[src/rtl/vga_timing_gen.sv]
// Parametrised raster timing generator: sync, data-enable, zero-based coordinates
// and line/frame strobes, stepping on a pixel clock-enable.
module vga_timing_gen #(
  parameter int H_SYNC = 128,
  parameter int H_BP   = 88,
  parameter int H_ACT  = 800,
  parameter int H_FP   = 40,
  parameter int V_SYNC = 4,
  parameter int V_BP   = 23,
  parameter int V_ACT  = 600,
  parameter int V_FP   = 1,
  parameter int H_POL  = 0,
  parameter int V_POL  = 0,
  parameter int CW     = 11
) (
  input  logic          clk,
  input  logic          rst,
  input  logic          pix_en,
  input  logic          restart,
  output logic          hsync,
  output logic          vsync,
  output logic          de,
  output logic [CW-1:0] x,
  output logic [CW-1:0] y,
  output logic          line_start,
  output logic          frame_start
);

  localparam int H_TOTAL = H_SYNC + H_BP + H_ACT + H_FP;
  localparam int V_TOTAL = V_SYNC + V_BP + V_ACT + V_FP;

  localparam logic [CW-1:0] ONE      = CW'(1);
  localparam logic [CW-1:0] H_LAST   = CW'(H_TOTAL - 1);
  localparam logic [CW-1:0] V_LAST   = CW'(V_TOTAL - 1);
  localparam logic [CW-1:0] H_SYNC_E = CW'(H_SYNC);
  localparam logic [CW-1:0] V_SYNC_E = CW'(V_SYNC);
  localparam logic [CW-1:0] H_ACT_B  = CW'(H_SYNC + H_BP);
  localparam logic [CW-1:0] V_ACT_B  = CW'(V_SYNC + V_BP);
  localparam logic [CW-1:0] H_ACT_E  = CW'(H_SYNC + H_BP + H_ACT);
  localparam logic [CW-1:0] V_ACT_E  = CW'(V_SYNC + V_BP + V_ACT);
  localparam logic          H_LVL    = (H_POL != 0);
  localparam logic          V_LVL    = (V_POL != 0);

  logic [CW-1:0] h_reg, h_next;
  logic [CW-1:0] v_reg, v_next;
  logic          update;

  logic          hs_next, vs_next, de_next, ls_next, fs_next;
  logic          h_act_next, v_act_next;
  logic [CW-1:0] x_next, y_next;

  assign update = restart | pix_en;

  // restart wins over pix_en and parks the counters at the pre-start point
  always_comb begin
    h_next = h_reg;
    v_next = v_reg;
    if (restart) begin
      h_next = H_LAST;
      v_next = V_LAST;
    end else if (pix_en) begin
      if (h_reg == H_LAST) begin
        h_next = '0;
        v_next = (v_reg == V_LAST) ? '0 : v_reg + ONE;
      end else begin
        h_next = h_reg + ONE;
      end
    end
  end

  // Outputs are decoded from the next position so they register alongside it.
  always_comb begin
    h_act_next = (h_next >= H_ACT_B) && (h_next < H_ACT_E);
    v_act_next = (v_next >= V_ACT_B) && (v_next < V_ACT_E);
    de_next    = h_act_next & v_act_next;
    hs_next    = (h_next < H_SYNC_E) ? H_LVL : ~H_LVL;
    vs_next    = (v_next < V_SYNC_E) ? V_LVL : ~V_LVL;
    x_next     = de_next ? (h_next - H_ACT_B) : '0;
    y_next     = de_next ? (v_next - V_ACT_B) : '0;
    ls_next    = (h_next == '0);
    fs_next    = ls_next && (v_next == '0);
  end

  always_ff @(posedge clk or posedge rst) begin
    if (rst) begin
      h_reg       <= H_LAST;
      v_reg       <= V_LAST;
      hsync       <= ~H_LVL;
      vsync       <= ~V_LVL;
      de          <= 1'b0;
      x           <= '0;
      y           <= '0;
      line_start  <= 1'b0;
      frame_start <= 1'b0;
    end else if (update) begin
      h_reg       <= h_next;
      v_reg       <= v_next;
      hsync       <= hs_next;
      vsync       <= vs_next;
      de          <= de_next;
      x           <= x_next;
      y           <= y_next;
      line_start  <= ls_next;
      frame_start <= fs_next;
    end
  end

endmodule

[config.mk]
export PLATFORM = sky130hd
export DESIGN_NAME = vga_timing_gen
export DESIGN_NICKNAME = d
export VERILOG_FILES = /design/src/rtl/vga_timing_gen.sv
export SDC_FILE = /design/constraint.sdc
export NUM_CORES = 1
export LEC_CHECK = 0
export ABC_CLOCK_PERIOD_IN_PS = 3500
export BUFFER_PORTS_ARGS = -buffer_cell sky130_fd_sc_hd__buf_2
export CAP_MARGIN = 20
export CORE_ASPECT_RATIO = 1.1
export CORE_MARGIN = 4
export CORE_UTILIZATION = 23
export DETAILED_ROUTE_END_ITERATION = 10
export HOLD_SLACK_MARGIN = 0.12
export PLACE_DENSITY = 0.42
export SLEW_MARGIN = 20
export SYNTH_ARGS = -nofsm -noshare
export SYNTH_HDL_FRONTEND = slang
export SYNTH_SLANG_ARGS = --single-unit
[constraint.sdc]
create_clock -name clk -period 3.5 [get_ports clk]
set_input_delay 0.35 -clock clk [delete_from_list [all_inputs] [get_ports clk]]
set_output_delay 0.35 -clock clk [all_outputs]
set_load 0.02 [all_outputs]
* After elaboration in Yosys (flattened, before gate mapping)
Index checks and enable logic that the tools add are counted.
** Storage, ports and cells
- Register bits after elaboration :: 49
- Latch bits :: 0
- RAM bits :: 0
- ROM bits :: 0
- Input port bits :: 4
- Output and inout port bits :: 27
- Memories kept :: 0
** Cells by class
- Add/sub/neg operators :: 4
- Multiply operators :: 0
- Divide/modulo/power cells :: 0
- $lt $le $gt $ge :: 6
- Equal/unequal tests :: 2
- Shifts and indexed selects :: 0
- Muxes and demuxes :: 11
- Bitwise operators :: 2
- Reduce and logical (&&, ||, !) cells :: 5
** Operator list (number)
- $mux 11 :: 9
- $add 11x1->11 const B :: 2
- $logic_not 11->1 :: 2
- $lt 11x10->1 const B :: 2
- $eq 11x10->1 const B :: 1
- $eq 11x11->1 const B :: 1
- $ge 11x5->1 const B :: 1
- $ge 11x8->1 const B :: 1
- $lt 11x3->1 const B :: 1
- $lt 11x8->1 const B :: 1
- $sub 11x5->11 const B :: 1
- $sub 11x8->11 const B :: 1
- $logic_and 1x1->1 :: 3
- $mux 1 :: 2
- $and 1x1->1 :: 1
- $or 1x1->1 :: 1

* Logic depth before layout (Yosys ltp)
- Depth in word-level cells :: 9
- Mapped depth :: 14
- Depth with buffers taken out :: 11

* Worst setup path before layout
No wires, ideal clock.
- Path type :: reg2reg
- Start :: register h_reg[0]
- End :: register y[0]
- Library setup time :: 130 ps
- Data arrival time :: 3334 ps
- Slack :: 36 ps
- Stages on the path, launching flop included :: 15
- Buffers on the path :: 3
- Cell sequence :: dfstp_2 ha_1 clkbuf_1 nand4_1 or3_1 buf_6 a21oi_1 o31ai_1 ha_1 or4_1 o21ai_1 a311oi_2 nand4_4 buf_12 o21ai_2
** Between the ends
- Cells in the longest elaborated chain, start to end :: 8
- Elaborated cells on any way between the ends :: 17
** Ends and longest elaborated chain
- start: declaration :: RTL line 44 : logic [CW-1:0] h_reg, h_next;
- start signal: assignment :: RTL line 96 : h_reg <= h_next;
- $eq 11x11->1 * :: RTL line 62 : if (h_reg == H_LAST) begin
- $mux 11 * :: RTL line 62
- $mux 11 * :: RTL line 61 : end else if (pix_en) begin
- $mux 11 * :: RTL line 58 : if (restart) begin
- via v_next[0] :: RTL line 45 : logic [CW-1:0] v_reg, v_next;
- $ge 11x5->1 or $lt 11x10->1 (tied branches) :: RTL line 74 : v_act_next = (v_next >= V_ACT_B) && (v_next < V_ACT_E);
- $logic_and 1x1->1 :: RTL line 74
- $and 1x1->1 :: RTL line 75 : de_next = h_act_next & v_act_next;
- $mux 11 * :: RTL line 79 : y_next = de_next ? (v_next - V_ACT_B) : '0;
- end signal: assignment :: RTL line 102 : y <= y_next;
- end: declaration :: RTL line 24 : output logic [CW-1:0] y,
Mark *: on every way through the listed nets, which the timed path passes. The rest lies on a longest branch.
A chain may end at the register's enable or synchronous reset.

* Final worst setup path
- Start :: register h_reg[10]
- End :: register y[3]
The elaborated chain is that of the path after synthesis.

==> results.json <==
{
  "route.detailed.wl_per_inst_um": 16.53,
  "post_synth_edffs": 0,
  "grt_max_degree": 33,
  "worstPathBufferInverterCount": 1,
  "r2r_end": "y[3]",
  "cts_buffer_depth": 2,
  "synth-adder-area-share_pct": 2.028,
  "gpl.final_weighted_congestion": 0.8146,
  "std_cell_rows": 44,
  "insertion_delay_ns": 0.29,
  "worst_ir_drop_vdd_v": 0.0002359,
  "route.detailed.drc": 0,
  "cp-end-kind": "register",
  "synth_compound_area_share_pct": 18.90,
  "power.leakage_nw": 1.673,
  "flip_flop_and_latch_count_after_synthesis": 49,
  "critical_path_origin": "h_reg[10]",
  "outcome": "complete, no violations",
  "mappedNetlistNets": 346,
  "crit_path_top_delay_cell": "sky130_fd_sc_hd__dfstp_2",
  "power_density_nw_per_um2": 455.7,
  "clock_edge_transition_at_the_registers_on_the_reported_setup_and_hold_paths_ns": 0.07,
  "antennaDiodeCount": 0,
  "setup.reg_to_reg.worst_slack_ns": 0.21,
  "boundaryPins": 31,
  "cts_tree": "yes",
  "grt_first_pass_wirelength_um": 14740,
  "synthToLayoutAreaGrowth_pct": 22.92,
  "timing.critical_path.to": "y[3]",
  "finalClockSkew_ns": 0.006658,
  "synthDominantAreaCellType": "sky130_fd_sc_hd__dfrtp_1",
  "cts.sinks": 49,
  "design.final.nets": 398,
  "yosysWarningCount": 0,
  "reg_to_reg_critical_path_startpoint": "h_reg[10]",
  "synth_top_flop_cell": "sky130_fd_sc_hd__dfrtp_1",
  "reg2reg_depth": 11,
  "timing.slew.headroom_pct": 53.35,
  "antenna_left": 0,
  "grt_antenna_before_repair": 0,
  "maxCapViolCount": 0,
  "port_buffers": 30,
  "first_iter_violations": 142,
  "postSynth.asyncResetShare_pct": 100.0,
  "critical_path_cell_count": 11,
  "post_synth_mux_area_share_pct": 0.3651,
  "ctsRootBufferMaster": "sky130_fd_sc_hd__clkbuf_16",
  "finalCoreUtilization_pct": 28.81,
  "synthXorXnorAreaFrac_pct": 5.963,
  "dp_hpwl_um": 7074,
  "vias": 2739,
  "min_period_ns": 3.289,
  "dieWidth_um": 118.4,
  "postCtsHoldBufs": 0,
  "fin_crit_sh_pct": 93.97,
  "min-delay-path-class": "input pin to async pin",
  "netlist_instances": 337,
  "netlist_top_cells_area": "sky130_fd_sc_hd__dfrtp_1 28%, sky130_fd_sc_hd__dfstp_2 12%, sky130_fd_sc_hd__o21ai_2 5.4%",
  "groute.usage.overall_pct": 12.03,
  "seq_area_frac_synth_pct": 40.32,
  "grt_pass1_vias": 2703,
  "cts-buffers-inserted": 5,
  "worst_ep_required_time_ns": 3.68,
  "route.final.wire_length_um": 9109,
  "report.final.slew_viol_count": 0,
  "first_pass_iters": 4,
  "die_area_um2": 15330,
  "fin_setup_tns_ns": 0,
  "critical_path_fanouts_max": 8,
  "floorplan.initialDensity_pct": 23.44,
  "combinational_family_with_the_most_area_after_synthesis": "simple AND/OR/NAND/NOR gates",
  "coreArea_um2": 13160,
  "layout-drive-gt1-share_pct": 31.03,
  "hold_viol_final": 0,
  "vias_per_cell": 4.971,
  "avgSynthCellArea_um2": 9.152,
  "synth.cell_area_um2": 3084,
  "criticalPathCategory": "register to register",
  "synth.distinct_cells": 64,
  "critPathTopFamily": "simple AND/OR/NAND/NOR gates",
  "grt_overflow_total": 0,
  "filler_cell_count": 1404,
  "cp_slowest_stage_delay_ns": 0.54,
  "max_clock_freq_ghz": 0.3040,
  "crit_path_cell_trace": "or4b_1 > or3_4 > a21oi_2 > o31ai_2 > ha_1 > or4_1 > o21ai_1 > a311oi_2 > nand4_4 > clkbuf_16 > o21ai_2",
  "synth_simple_gate_area_share_pct": 26.57,
  "die_y_um": 129.5,
  "worst-endpoint-arrival_ns": 3.47,
  "ctsHtreeMaxLevel": 2,
  "worst_slew_pin_slew_ns": 0.6988,
  "rsz_0062_raised_after_global_routing": "false",
  "worstSetupStartpointType": "register",
  "top_area_cell_type_share_of_the_netlist_area_pct": 28.40,
  "final_setup_violation_count": 0
}
what timing repair did:
action / CTS / global route
buffers inserted: 0 / 0
setup endpoints to repair: 0 / 22
resized for setup: 0 / 4
metal layers:
metal / vias up / global-route usage, % / part of all wire, %
met5: - / 0 / 0
met2: 44 / 21.86 / 52
met1: 1357 / 14.96 / 45
li1: 1332 / - / -
met3: 6 / 1.746 / 2.5
met4: 0 / 3.340 / 1.0
kinds of logic (layout without fill, tap and decap cells):
family                     Yosys count  in the layout
xor gates and xnor gates            21             21
AOI/OAI and AO/OA                   79             79
and+or+nand+nor                    146            146
muxes                                1              1
DFF                                 49             49
buffers and inverters               36             89
adders and majority gates            5              5
cell usage in the layout, fill, tap and decap left out, types with 6 or more instances in the layout:
cell / count
sky130_fd_sc_hd__a21oi_1: 7
sky130_fd_sc_hd__and3_1: 8
sky130_fd_sc_hd__buf_2: 30
sky130_fd_sc_hd__buf_4: 31
sky130_fd_sc_hd__clkbuf_16: 6
sky130_fd_sc_hd__dfrtp_1: 35
sky130_fd_sc_hd__dfstp_2: 14
sky130_fd_sc_hd__inv_1: 15
sky130_fd_sc_hd__nand2_1: 38
sky130_fd_sc_hd__nand3_1: 12
sky130_fd_sc_hd__nand4_1: 8
sky130_fd_sc_hd__nor2_1: 19
sky130_fd_sc_hd__nor3_1: 18
sky130_fd_sc_hd__nor4_1: 11
sky130_fd_sc_hd__o21ai_0: 11
sky130_fd_sc_hd__o21ai_2: 19
sky130_fd_sc_hd__xnor2_1: 10
sky130_fd_sc_hd__xor2_1: 11
how the worst min path moves through the flow:
stage	startpoint	endpoint	cells past startpoint	slack, ns
after floorplan	vsync	vsync	2	0.53
after global placement	x[6]	x[6]	2	0.46
after detailed placement	de	de	2	0.46
after CTS	rst	x[7]	2	0.20
after global routing	rst	h_reg[9]	2	0.24
final	rst	x[7]	2	0.17
where the power goes:
part	switching (mW)	internal [mW]
Clock	0.215	0.339
Combinational	0.313	0.205
Sequential	0.0447	0.611
Total	0.573	1.15
worst register-to-register path, cell delays in order, from the launching register on:
cell and delay (ns):
sky130_fd_sc_hd__dfstp_2 0.54, sky130_fd_sc_hd__or4b_1 0.47, sky130_fd_sc_hd__or3_4 0.45, sky130_fd_sc_hd__a21oi_2 0.19
sky130_fd_sc_hd__o31ai_2 0.10, sky130_fd_sc_hd__ha_1 0.22, sky130_fd_sc_hd__or4_1 0.50, sky130_fd_sc_hd__o21ai_1 0.16
sky130_fd_sc_hd__a311oi_2 0.15, sky130_fd_sc_hd__nand4_4 0.14, sky130_fd_sc_hd__clkbuf_16 0.19, sky130_fd_sc_hd__o21ai_2 0.06
layout make-up:
class	instances	area, um^2	area share (%)
timing repair buffer	63	427.9	11.29
clock inverter	2	38.79	1.023
multi-input combinational	252	1683	44.39
sequential	49	1244	32.81
inverter	18	67.56	1.782
tap	161	201.4	5.314
clock buffer	6	128.9	3.399
synth_stat cells, types with 2 or more instances:
cell / count
sky130_fd_sc_hd__dfstp_2: 14
sky130_fd_sc_hd__o22ai_1: 2
sky130_fd_sc_hd__and2_1: 2
sky130_fd_sc_hd__nand3_1: 12
sky130_fd_sc_hd__inv_1: 16
sky130_fd_sc_hd__a21o_1: 3
sky130_fd_sc_hd__nor2b_1: 3
sky130_fd_sc_hd__o31ai_1: 5
sky130_fd_sc_hd__a31oi_1: 4
sky130_fd_sc_hd__xor2_1: 11
sky130_fd_sc_hd__nand2_1: 38
sky130_fd_sc_hd__ha_1: 5
sky130_fd_sc_hd__and3_1: 8
sky130_fd_sc_hd__clkbuf_1: 13
sky130_fd_sc_hd__or4_1: 4
sky130_fd_sc_hd__nor3b_1: 3
sky130_fd_sc_hd__buf_12: 2
sky130_fd_sc_hd__a21oi_1: 8
sky130_fd_sc_hd__nor2_1: 20
sky130_fd_sc_hd__a211oi_1: 5
sky130_fd_sc_hd__nor4b_1: 2
sky130_fd_sc_hd__nand4_1: 8
sky130_fd_sc_hd__dfrtp_1: 35
sky130_fd_sc_hd__o21ai_2: 19
sky130_fd_sc_hd__xnor2_1: 10
sky130_fd_sc_hd__o21ai_1: 4
sky130_fd_sc_hd__or3_1: 3
sky130_fd_sc_hd__o21a_1: 5
sky130_fd_sc_hd__nor3_1: 18
sky130_fd_sc_hd__o21ai_0: 11
sky130_fd_sc_hd__nor4_1: 11
metrics by stage:
| step | setup WS, ns | instances | cell area (um^2) | hold slack, ns | power [mW] |
|---|---|---|---|---|---|
| after CTS | 0.1040 | 550 | 3746 | 0.2035 | 1.740 |
| after detailed placement | 0.1502 | 542 | 3578 | 0.4608 | 1.174 |
| after global placement | 0.1668 | 542 | 3578 | 0.4562 | 1.177 |
| after floorplan | 0.03587 | 337 | 3084 | 0.5318 | 1.003 |
| final | 0.2109 | 551 | 3791 | 0.1654 | 1.728 |
| after global routing | 0.01534 | 551 | 3791 | 0.2376 | 1.830 |
No activity file was read; power rests on OpenSTA's default activity.
